==> config.mk <==
export PLATFORM = sky130hd
export DESIGN_NAME = mem_arbiter_flat
export DESIGN_NICKNAME = d
export VERILOG_FILES = /design/src/rtl/mem_arbiter_if.sv /design/src/rtl/mem_arbiter.sv /design/src/flat_wrapper.sv
export SDC_FILE = /design/constraint.sdc
export NUM_CORES = 1
export LEC_CHECK = 0
export CAP_MARGIN = 20
export CORE_ASPECT_RATIO = 1.75
export CORE_MARGIN = 2
export CORE_UTILIZATION = 34
export CTS_CLUSTER_DIAMETER = 120
export CTS_CLUSTER_SIZE = 20
export DETAILED_ROUTE_END_ITERATION = 7
export PLACE_DENSITY = 0.76
export SYNTH_ARGS = -nofsm -noshare
export SYNTH_HDL_FRONTEND = slang
export SYNTH_SLANG_ARGS = --single-unit
==> constraint.sdc <==
create_clock -name clock -period 1.5 [get_ports clock]
set_clock_uncertainty 0.15 [all_clocks]
set_input_delay 0.15 -clock clock [delete_from_list [all_inputs] [get_ports clock]]
set_output_delay 0.15 -clock clock [all_outputs]
set_load 0.1 [all_outputs]
==> src/rtl/mem_arbiter_if.sv <==
// Bus bundle for mem_arbiter: client request/response channels plus the
// single-port memory side. The arbiter uses the slave view; the environment
// (clients + memory model) uses the master view.
interface mem_arbiter_if #(
  parameter int unsigned NUM_CH = 2,
  parameter int unsigned ADDR_W = 32,
  parameter int unsigned DATA_W = 32
);
  localparam int unsigned BE_W = DATA_W / 8;

  // client side
  logic [NUM_CH-1:0]        req_valid;
  logic [NUM_CH-1:0]        req_ready;
  logic [NUM_CH*ADDR_W-1:0] req_addr;
  logic [NUM_CH*DATA_W-1:0] req_wdata;
  logic [NUM_CH*BE_W-1:0]   req_be;
  logic [NUM_CH-1:0]        req_we;
  logic [NUM_CH-1:0]        rsp_valid;
  logic [DATA_W-1:0]        rsp_data;
  logic                     rsp_err;
  logic                     busy;

  // memory side
  logic                     mem_req_valid;
  logic                     mem_req_ready;
  logic [ADDR_W-1:0]        mem_addr;
  logic [DATA_W-1:0]        mem_wdata;
  logic [BE_W-1:0]          mem_be;
  logic                     mem_we;
  logic                     mem_rsp_valid;
  logic [DATA_W-1:0]        mem_rsp_data;

  modport slave (
    input  req_valid, req_addr, req_wdata, req_be, req_we,
    input  mem_req_ready, mem_rsp_valid, mem_rsp_data,
    output req_ready, rsp_valid, rsp_data, rsp_err, busy,
    output mem_req_valid, mem_addr, mem_wdata, mem_be, mem_we
  );

  modport master (
    output req_valid, req_addr, req_wdata, req_be, req_we,
    output mem_req_ready, mem_rsp_valid, mem_rsp_data,
    input  req_ready, rsp_valid, rsp_data, rsp_err, busy,
    input  mem_req_valid, mem_addr, mem_wdata, mem_be, mem_we
  );
endinterface

==> src/rtl/mem_arbiter.sv <==
// mem_arbiter: round-robin N-channel arbiter in front of a single-port memory.
// One transaction in flight: IDLE (arbitrate/accept) -> ISSUE (hold memory
// request until accepted) -> WAIT (until memory completion) -> IDLE.
// Optional watchdog: define MEM_ARB_TIMEOUT_EN to terminate a transaction with
// rsp_err=1 after TIMEOUT_CYCLES cycles in ISSUE+WAIT.
module mem_arbiter #(
  parameter int unsigned NUM_CH         = 2,
  parameter int unsigned ADDR_W         = 32,
  parameter int unsigned DATA_W         = 32,
  parameter int unsigned TIMEOUT_CYCLES = 64
) (
  input  logic         clock,
  input  logic         reset,
  mem_arbiter_if.slave bus
);
  localparam int unsigned BE_W  = DATA_W / 8;
  localparam int unsigned PTR_W = (NUM_CH > 1) ? $clog2(NUM_CH) : 1;

  typedef enum logic [1:0] {
    IDLE  = 2'd0,
    ISSUE = 2'd1,
    WAIT  = 2'd2
  } state_t;

  state_t            r_state;
  state_t            w_next_state;

  logic [PTR_W-1:0]  r_rr_ptr;
  logic [PTR_W-1:0]  r_owner;
  logic [PTR_W-1:0]  w_winner;
  logic [PTR_W-1:0]  w_rr_next;
  logic              w_found;
  logic              w_accept;
  logic              w_tmo_hit;
  int unsigned       w_ptr_i;
  int unsigned       w_idx;

  logic [NUM_CH-1:0] w_req_ready;
  logic [ADDR_W-1:0] w_sel_addr;
  logic [DATA_W-1:0] w_sel_wdata;
  logic [BE_W-1:0]   w_sel_be;
  logic              w_sel_we;

  logic [NUM_CH-1:0] r_rsp_valid;
  logic [DATA_W-1:0] r_rsp_data;
  logic              r_rsp_err;
  logic              r_mem_req_valid;
  logic [ADDR_W-1:0] r_mem_addr;
  logic [DATA_W-1:0] r_mem_wdata;
  logic [BE_W-1:0]   r_mem_be;
  logic              r_mem_we;

  assign w_ptr_i = 32'(r_rr_ptr);

  // Round-robin search: first asserted request scanning from r_rr_ptr upward.
  always_comb begin
    w_found  = 1'b0;
    w_winner = '0;
    w_idx    = 0;
    for (int unsigned off = 0; off < NUM_CH; off++) begin
      w_idx = w_ptr_i + off;
      if (w_idx >= NUM_CH) w_idx = w_idx - NUM_CH;
      for (int unsigned ch = 0; ch < NUM_CH; ch++) begin
        if (!w_found && (ch == w_idx) && bus.req_valid[ch]) begin
          w_found  = 1'b1;
          w_winner = PTR_W'(ch);
        end
      end
    end
  end

  // Pointer moves just past the winner so every channel gets a turn.
  always_comb begin
    w_rr_next = '0;
    if (32'(w_winner) != NUM_CH - 1) w_rr_next = w_winner + PTR_W'(1);
  end

  // Grant only in IDLE and never while reset is asserted.
  assign w_accept = reset && (r_state == IDLE) && w_found;

  // One-hot ready to the winner; payload mux of the winning channel.
  always_comb begin
    w_req_ready = '0;
    w_sel_addr  = '0;
    w_sel_wdata = '0;
    w_sel_be    = '0;
    w_sel_we    = 1'b0;
    if (w_accept) w_req_ready[w_winner] = 1'b1;
    for (int unsigned ch = 0; ch < NUM_CH; ch++) begin
      if (PTR_W'(ch) == w_winner) begin
        w_sel_addr  = bus.req_addr[ch*ADDR_W +: ADDR_W];
        w_sel_wdata = bus.req_wdata[ch*DATA_W +: DATA_W];
        w_sel_be    = bus.req_be[ch*BE_W +: BE_W];
        w_sel_we    = bus.req_we[ch];
      end
    end
  end

`ifdef MEM_ARB_TIMEOUT_EN
  localparam int unsigned TMO_W = $clog2(TIMEOUT_CYCLES + 1);
  logic [TMO_W-1:0] r_tmo_cnt;

  // Watchdog counts cycles spent in ISSUE+WAIT; restarts on every accept.
  always_ff @(posedge clock or negedge reset) begin
    if (!reset) begin
      r_tmo_cnt <= '0;
    end else if (w_accept) begin
      r_tmo_cnt <= '0;
    end else if ((r_state != IDLE) && !w_tmo_hit) begin
      r_tmo_cnt <= r_tmo_cnt + TMO_W'(1);
    end
  end

  assign w_tmo_hit = (r_state != IDLE) && (32'(r_tmo_cnt) >= TIMEOUT_CYCLES - 1);
`else
  assign w_tmo_hit = 1'b0;
`endif

  // State register.
  always_ff @(posedge clock or negedge reset) begin
    if (!reset) r_state <= IDLE;
    else        r_state <= w_next_state;
  end

  // Next-state logic; a memory accept in ISSUE takes priority over timeout.
  always_comb begin
    w_next_state = r_state;
    case (r_state)
      IDLE:    if (w_accept) w_next_state = ISSUE;
      ISSUE: begin
        if (bus.mem_req_ready) w_next_state = WAIT;
        else if (w_tmo_hit)    w_next_state = IDLE;
      end
      WAIT:    if (bus.mem_rsp_valid || w_tmo_hit) w_next_state = IDLE;
      default: w_next_state = IDLE;
    endcase
  end

  // Datapath: latch the winner's request, drive memory, return the response.
  always_ff @(posedge clock or negedge reset) begin
    if (!reset) begin
      r_rr_ptr        <= '0;
      r_owner         <= '0;
      r_rsp_valid     <= '0;
      r_rsp_data      <= '0;
      r_rsp_err       <= 1'b0;
      r_mem_req_valid <= 1'b0;
      r_mem_addr      <= '0;
      r_mem_wdata     <= '0;
      r_mem_be        <= '0;
      r_mem_we        <= 1'b0;
    end else begin
      r_rsp_valid <= '0;
      case (r_state)
        IDLE: begin
          if (w_accept) begin
            r_mem_addr      <= w_sel_addr;
            r_mem_wdata     <= w_sel_wdata;
            r_mem_be        <= w_sel_be;
            r_mem_we        <= w_sel_we;
            r_owner         <= w_winner;
            r_rr_ptr        <= w_rr_next;
            r_mem_req_valid <= 1'b1;
          end
        end
        ISSUE: begin
          if (bus.mem_req_ready) begin
            r_mem_req_valid <= 1'b0;
          end else if (w_tmo_hit) begin
            r_mem_req_valid      <= 1'b0;
            r_rsp_valid[r_owner] <= 1'b1;
            r_rsp_err            <= 1'b1;
            r_rsp_data           <= '0;
          end
        end
        WAIT: begin
          if (bus.mem_rsp_valid) begin
            r_rsp_valid[r_owner] <= 1'b1;
            r_rsp_data           <= bus.mem_rsp_data;
            r_rsp_err            <= 1'b0;
          end else if (w_tmo_hit) begin
            r_rsp_valid[r_owner] <= 1'b1;
            r_rsp_err            <= 1'b1;
            r_rsp_data           <= '0;
          end
        end
        default: ;
      endcase
    end
  end

  assign bus.req_ready     = w_req_ready;
  assign bus.rsp_valid     = r_rsp_valid;
  assign bus.rsp_data      = r_rsp_data;
  assign bus.rsp_err       = r_rsp_err;
  assign bus.busy          = (r_state != IDLE);
  assign bus.mem_req_valid = r_mem_req_valid;
  assign bus.mem_addr      = r_mem_addr;
  assign bus.mem_wdata     = r_mem_wdata;
  assign bus.mem_be        = r_mem_be;
  assign bus.mem_we        = r_mem_we;
endmodule
==> src/flat_wrapper.sv <==
// flat-port wrapper written by rule: the top's interface ports become plain ports
module mem_arbiter_flat 
#(
  parameter int unsigned NUM_CH         = 2,
  parameter int unsigned ADDR_W         = 32,
  parameter int unsigned DATA_W         = 32,
  parameter int unsigned TIMEOUT_CYCLES = 64
)
  (clock, reset, bus_req_valid, bus_req_addr, bus_req_wdata, bus_req_be, bus_req_we, bus_mem_req_ready, bus_mem_rsp_valid, bus_mem_rsp_data, bus_req_ready, bus_rsp_valid, bus_rsp_data, bus_rsp_err, bus_busy, bus_mem_req_valid, bus_mem_addr, bus_mem_wdata, bus_mem_be, bus_mem_we);
  mem_arbiter_if #(.NUM_CH(NUM_CH), .ADDR_W(ADDR_W), .DATA_W(DATA_W)) bus_i ();
  input  logic clock;
  input  logic reset;
  input wire logic [$bits(bus_i.req_valid)-1:0] bus_req_valid;
  input wire logic [$bits(bus_i.req_addr)-1:0] bus_req_addr;
  input wire logic [$bits(bus_i.req_wdata)-1:0] bus_req_wdata;
  input wire logic [$bits(bus_i.req_be)-1:0] bus_req_be;
  input wire logic [$bits(bus_i.req_we)-1:0] bus_req_we;
  input wire logic [$bits(bus_i.mem_req_ready)-1:0] bus_mem_req_ready;
  input wire logic [$bits(bus_i.mem_rsp_valid)-1:0] bus_mem_rsp_valid;
  input wire logic [$bits(bus_i.mem_rsp_data)-1:0] bus_mem_rsp_data;
  output wire logic [$bits(bus_i.req_ready)-1:0] bus_req_ready;
  output wire logic [$bits(bus_i.rsp_valid)-1:0] bus_rsp_valid;
  output wire logic [$bits(bus_i.rsp_data)-1:0] bus_rsp_data;
  output wire logic [$bits(bus_i.rsp_err)-1:0] bus_rsp_err;
  output wire logic [$bits(bus_i.busy)-1:0] bus_busy;
  output wire logic [$bits(bus_i.mem_req_valid)-1:0] bus_mem_req_valid;
  output wire logic [$bits(bus_i.mem_addr)-1:0] bus_mem_addr;
  output wire logic [$bits(bus_i.mem_wdata)-1:0] bus_mem_wdata;
  output wire logic [$bits(bus_i.mem_be)-1:0] bus_mem_be;
  output wire logic [$bits(bus_i.mem_we)-1:0] bus_mem_we;
  assign bus_i.req_valid = bus_req_valid;
  assign bus_i.req_addr = bus_req_addr;
  assign bus_i.req_wdata = bus_req_wdata;
  assign bus_i.req_be = bus_req_be;
  assign bus_i.req_we = bus_req_we;
  assign bus_i.mem_req_ready = bus_mem_req_ready;
  assign bus_i.mem_rsp_valid = bus_mem_rsp_valid;
  assign bus_i.mem_rsp_data = bus_mem_rsp_data;
  assign bus_req_ready = bus_i.req_ready;
  assign bus_rsp_valid = bus_i.rsp_valid;
  assign bus_rsp_data = bus_i.rsp_data;
  assign bus_rsp_err = bus_i.rsp_err;
  assign bus_busy = bus_i.busy;
  assign bus_mem_req_valid = bus_i.mem_req_valid;
  assign bus_mem_addr = bus_i.mem_addr;
  assign bus_mem_wdata = bus_i.mem_wdata;
  assign bus_mem_be = bus_i.mem_be;
  assign bus_mem_we = bus_i.mem_we;
  mem_arbiter #(.NUM_CH(NUM_CH), .ADDR_W(ADDR_W), .DATA_W(DATA_W), .TIMEOUT_CYCLES(TIMEOUT_CYCLES)) u_core (.clock(clock), .reset(reset), .bus(bus_i));
endmodule
==> results of run 1 <==
worst reg2reg max path: stages (launching register included):
cell,delay [ns]
dfrtp_2,0.44
or3b_4,0.43
buf_6,0.15
buf_12,0.14
buf_12,0.13
buf_16,0.13
nor3_4,0.13
a221o_1,0.13
area by class of cell:
class	instances	area [sq um]	share of cell area (%)
Timing Repair Buffer	332	4750	44.6
Sequential cell	108	2710	25.4
Multi-Input combinational cell	261	2670	25.1
Clock buffer	9	225	2.12
Tap cell	177	221	2.08
Clock inverter	7	71.3	0.670
Inverter	1	3.75	0.0353
Antenna cell	1	2.50	0.0235
flip-flops by register name (all words and copies together) (netlist names):
register and cells:
u_core.r_rr_ptr 1, u_core.bus.mem_req_valid 1, u_core.r_owner 1, u_core.bus.mem_addr 32
u_core.bus.rsp_data 32, u_core.bus.mem_wdata 32, u_core.bus.rsp_valid 2, u_core.bus.mem_be 4
u_core.bus.mem_we 1, u_core.r_state 2
synthesized netlist by cell type, types with 2 or more instances:
cell and number:
dfrtp_1 108, nand2_1 74, a221o_1 69, nor3_1 69, mux2_2 32, clkbuf_1 14, buf_2 13, buf_6 9
buf_1 6, nor2_1 3, a21o_1 2, nand3b_1 2
repair_timing:
item                                    CTS  global route
hold buffers                              1             0
gates cloned                              9             9
endpoints found under the setup margin   81           140
gates resized for setup                  41            91
pin swaps                                 7            41
setup buffers                             6             8
hold endpoints to repair                 74             0
stage by stage:
step / setup WS (ns) / instance area, sq um / setup TNS, ns
floorplan: -0.771 / 5110 / -4.21
global placement: -0.336 / 9190 / -22.78
detailed placement: -0.386 / 9190 / -25.02
CTS: -0.500 / 10000 / -38.34
global route: -0.528 / 10600 / -31.45
finish: -0.475 / 10600 / -26.56
routing by layer:
metal	vias up	global-route usage (%)
met1	2452	27.9
met4	0	12.1
met5	-	0
met2	275	47.4
met3	69	5.07
li1	2148	-
placed cells by master, fill, tap and decap left out, types with 2 or more instances in the layout:
cell | netlist | layout
clkbuf_16 | 0 | 16
a221o_1 | 69 | 69
nand2_1 | 74 | 74
dfrtp_1 | 108 | 106
a21o_1 | 2 | 2
buf_2 | 13 | 2
clkinv_4 | 0 | 2
nand3b_1 | 2 | 2
clkinvlp_4 | 0 | 2
nor3_4 | 0 | 60
nor3b_4 | 1 | 2
mux2_4 | 0 | 32
nor3_2 | 0 | 9
clkdlybuf4s50_1 | 0 | 173
buf_12 | 0 | 118
buf_16 | 0 | 9
buf_4 | 1 | 10
buf_6 | 9 | 12
dfrtp_2 | 0 | 2
inv_8 | 0 | 2
nor2_1 | 3 | 3
cell families after synthesis:
group / count (synthesis) / synth area share [%]
and+or+nand+nor: 155 / 15.0
DFF: 108 / 56.9
AOI/OAI and AO/OA: 73 / 15.1
buffers and inverters: 44 / 5.32
muxes: 32 / 7.58
other: 1 / 0.0789
worst paths after layout:
| kind | slack [ns] | to | start | cells past startpoint |
|---|---|---|---|---|
| worst min-delay path | 0.25 | u_core.bus.mem_wdata[11]$_DFFE_PN0P_ | reset | 3 |
| worst max-delay path | -0.48 | bus_req_ready[1] | u_core.r_state[1]$_DFFE_PN0P_ | 3 |
| max in group asynchronous | 0.17 | u_core.bus.mem_wdata[24]$_DFFE_PN0P_ | reset | 4 |
| worst min register to register | 0.33 | u_core.bus.rsp_valid[0]$_DFF_PN0_ | u_core.r_owner$_DFFE_PN0P_ | 1 |
| min in group clock | 0.27 | u_core.bus.rsp_data[22]$_DFFE_PN0P_ | bus_mem_rsp_data[22] | 2 |
| worst max register to register | -0.38 | u_core.bus.mem_be[1]$_DFFE_PN0P_ | u_core.r_state[1]$_DFFE_PN0P_ | 7 |
==> out/qor.txt, run 1 <==
Worst-Skew Late Latency: 0.34 ns
Area leader, netlist: dfrtp_1
Avg WL per Cell: 24.1 um
Tightest Hold Check Type: primary input to asynchronous set/reset pin
Uppermost layer routed: met4
Sequential share of the synthesized area: 56.9%
Clock Tree Buf Depth: 2
# DRC: 0
CTS Buf Count: 9
Mapped Area: 4750 sq um
Status: complete, but fails checks
Max FO, Critical Path: 3
Drt first pass iters: 5
Library cells used by synthesis: 24
Max-Cap Viols: 0
TritonCTS clock tree: done
Area delta synth->final: 124%
Largest stage delay, worst path: 0.44 ns
Setup violations, final: 106
Post-route ant nets: 0
Port bufs: 282
Die area: 15000 sq um
CP Buf/Inv Count: 1
Min Hold Slack: 0.249 ns
Asr flop ratio synth: 100%
Top post-synthesis cells by area: dfrtp_1, a221o_1, mux2_2
Top cell type's share of synthesized area: 56.9%
Ys Warns: 0
Fin crit period: 1.98 ns
Initial antenna violation count: 1
GPL Wtd Cong: 0.862
Worst-path clk slew: 0.08 ns
Top_reg_cell synth: dfrtp_1
Setup Crit Path Kind: flip-flop to primary output
Failing checks: negative setup slack
Routed vias/inst: 5.52
Largest net degree at the start of global routing: 61
Global-route wire length before repair: 29700 um
Synth Instances: 413
Final core utilization: 77.3%
Final period util: 132%
CTS sink count: 108
FF+latch count, synth: 108
Synth Area per Inst: 11.5 sq um
Share of post-route cells with drive strength above 1: 39.6%
Core area: 13800 sq um
Dpl cells: 848
CP Launch Type: flip-flop
Die width: 93.4 um
Die Height: 160 um
Crit path arrival time: 1.68 ns
RSZ-0062 raised after global routing: true
Pins Over Slew Limit: 0
I/O pin cnt: 284
CTS H-tree lvls: 3
WL met1: 7130 um
Final hold vios: 0
Fin nets: 889
Total grt overflow: 0
Final Routed Wirelength: 21600 um
Row cnt: 57
Net Count, Synth: 589
Measured slew at the worst slew-check pin: 0.507 ns
Initial drt markers: 256
CP max stage cell: dfrtp_2
Filler instances: 791
Finished Layout Cells: 896
PnR worst setup slack: -0.475 ns
Total GRT Usage: 25.9%
Peak Freq: 0.506 GHz
Worst rel slew slack: 66.2%
WL met2: 12000 um
Kind of end point of the critical path: primary output
Root Driver: clkbuf_16
Detail Route met3 WL: 1270 um
DP HPWL: 13600 um
Post-synth EDFFs: 0
Cells along the critical path: or3b_4, nor3b_4, buf_12
DR vias: 4944
Critical Path RT: 1.20 ns
Initial Util: 34.5%
Cell family with most CP delay: simple AND/OR/NAND/NOR gates
Vias in the first global route: 5349
Power of run 1 is not shown: default switching activity piles up to over one toggle a cycle in this logic, so the estimate is an artifact.
==> inputs of run 2 (changes only) <==
--- a/config.mk
+++ b/config.mk
@@ -6,9 +6,11 @@
 export NUM_CORES = 1
 export LEC_CHECK = 0
 export CAP_MARGIN = 20
+export CELL_PAD_IN_SITES_DETAIL_PLACEMENT = 0
+export CELL_PAD_IN_SITES_GLOBAL_PLACEMENT = 1
 export CORE_ASPECT_RATIO = 1.75
 export CORE_MARGIN = 2
-export CORE_UTILIZATION = 34
+export CORE_UTILIZATION = 25
 export CTS_CLUSTER_DIAMETER = 120
 export CTS_CLUSTER_SIZE = 20
 export DETAILED_ROUTE_END_ITERATION = 7
==> run 2 against run 1 <==
Compared with the run above:
- the run still ends with negative setup slack left
- worst hold slack worse by 0.0069 ns
- via count is 1.5% lower
- critical path type unchanged
- largest cell class unchanged
- routed wire length is 2.4% lower
==> out/qor.txt, run 2 (same netlist as run 1, synthesis figures left out) <==
CTS Buf Count: 9 (unchanged)
GPL Wtd Cong: 0.751 (-13%)
DP HPWL: 14200 um (+4.3%)
TritonCTS clock tree: done
Die area: 20200 sq um (+35%)
Max-Cap Viols: 0 (unchanged)
CTS sink count: 108 (unchanged)
Kind of end point of the critical path: primary output
Routed vias/inst: 4.98 (-9.7%)
Area delta synth->final: 124% (about the same)
RSZ-0062 raised after global routing: true
Pins Over Slew Limit: 0 (unchanged)
Initial Util: 25.6% (-9.0 points)
Crit path arrival time: 1.66 ns (-0.02 ns)
Avg WL per Cell: 21.6 um (-10%)
Total grt overflow: 0 (unchanged)
Initial antenna violation count: 1 (unchanged)
Share of post-route cells with drive strength above 1: 41.1% (+1.6 points)
Largest stage delay, worst path: 0.43 ns (about the same)
Row cnt: 66 (+16%)
Critical Path RT: 1.20 ns (about the same)
Fin crit period: 1.96 ns (-0.0149 ns)
Antenna cell count: 0 (-1)
PnR worst setup slack: -0.460 ns (+0.0149 ns)
Clock Tree Buf Depth: 2 (unchanged)
Die width: 108 um (+16%)
Max FO, Critical Path: 3 (unchanged)
Setup Crit Path Kind: flip-flop to primary output
CP max stage cell: or3b_4
Drt first pass iters: 4 (-1)
Worst-path clk slew: 0.07 ns (about the same)
Cells along the critical path: or3b_4, nor3b_4, buf_12
Commonest cells after routing, fill and taps aside: clkdlybuf4s50_1, buf_12, dfrtp_1
Port bufs: 282 (unchanged)
Largest net degree at the start of global routing: 58 (-4.9%)
Setup violations, final: 109 (+2.8%)
Pre-CTS setup slack: -0.338 ns (+0.0472 ns)
Core area: 18600 sq um (+35%)
Peak Freq: 0.510 GHz (+0.76%)
CP Launch Type: flip-flop
Tightest Hold Check Type: primary input to asynchronous set/reset pin
Vias in the first global route: 5344 (-0.093%)
Final hold vios: 0 (unchanged)
Post-route ant nets: 0 (unchanged)
Initial drt markers: 182 (-29%)
Failing checks: negative setup slack
Total GRT Usage: 19.7% (-6.2 points)
CP Buf/Inv Count: 1 (unchanged)
Final Routed Wirelength: 21100 um (-2.4%)
I/O pin cnt: 284 (unchanged)
Die Height: 186 um (+16%)
CTS H-tree lvls: 3 (unchanged)
Fin nets: 910 (+2.4%)
DR vias: 4869 (-1.5%)
Root Driver: clkbuf_16
Worst-Skew Late Latency: 0.35 ns (about the same)
Commonest non-fill, non-tap cell in the layout: clkdlybuf4s50_1
Final period util: 131% (-0.99 points)
Cell family with most CP delay: simple AND/OR/NAND/NOR gates
# DRC: 0 (unchanged)
Status: complete, but fails checks
Global-route wire length before repair: 30100 um (+1.3%)
## run 2: cell types whose count changed in the layout (fill, tap and decap cells not counted), sizes merged
cell / previous run / this run
bufbuf: 0 / 4
inv: 3 / 1
buf: 151 / 169
clkinvlp: 2 / 0
bufinv: 0 / 1
diode: 1 / 0
clkbuf: 16 / 18
## run 2: per-layer routing
| metal | global-route usage (%) | part of all wire (%) | vias to the layer above |
|---|---|---|---|
| met5 | 0 | 0 | - |
| met4 | 7.40 | 3.3 | 0 |
| met3 | 4.02 | 5.8 | 38 |
| met2 | 36.7 | 57 | 230 |
| met1 | 21.2 | 34 | 2415 |
| li1 | - | - | 2186 |
## run 2: layout make-up
class	count	area, sq um
Tap cell	238	298
Clock buffer	12	246
Inverter	1	3.75
Multi-Input combinational cell	261	2320
Sequential cell	108	2700
Fill cell	1521	7940
Timing Repair Buffer	353	5010
Clock inverter	4	48.8
## run 2: what timing repair did
item | in CTS | in global routing
endpoints found under the hold margin | 54 | 0
endpoints found under the setup margin | 87 | 163
cloned | 8 | 11
gates resized for setup | 59 | 39
hold buffers | 1 | 0
buffers inserted | 18 | 4
pin swaps | 8 | 13
## run 2: worst register-to-register path: stages (launching register included)
cell       delay, ns
dfrtp_1         0.41
or3b_4          0.43
buf_4           0.24
bufbuf_16       0.31
nor3_4          0.18
a221o_1         0.13
## run 2: worst paths after layout
path | cells past startpoint | end | from | slack [ns]
setup / recovery | 3 | bus_req_ready[1] | u_core.r_state[1]$_DFFE_PN0P_ | -0.46
hold / removal | 3 | u_core.r_rr_ptr$_DFFE_PN0P_ | reset | 0.24
setup reg to reg | 5 | u_core.bus.mem_addr[19]$_DFFE_PN0P_ | u_core.r_state[1]$_DFFE_PN0P_ | -0.40
hold reg to reg | 1 | u_core.bus.rsp_valid[0]$_DFF_PN0_ | u_core.r_owner$_DFFE_PN0P_ | 0.31
max in group asynchronous | 4 | u_core.bus.mem_be[3]$_DFFE_PN0P_ | reset | 0.23
min in group clock | 2 | u_core.bus.mem_addr[24]$_DFFE_PN0P_ | bus_req_addr[24] | 0.26
## run 2: stage by stage
step                      utilization [%]  hold slack [ns]  TNS (ns)  instance area, sq um  cells
final                                57.2            0.242    -32.88                 10600    977
after global routing                 57.2            0.243    -42.12                 10600    977
after CTS                            55.4            0.227    -44.47                 10300    964
after detailed placement             50.5           0.0185    -25.13                  9380    921
after global placement               50.5           0.0221    -21.84                  9380    921
after floorplan                         -           -0.296     -4.21                  5110    413
Power of run 2 is left out for the same reason.
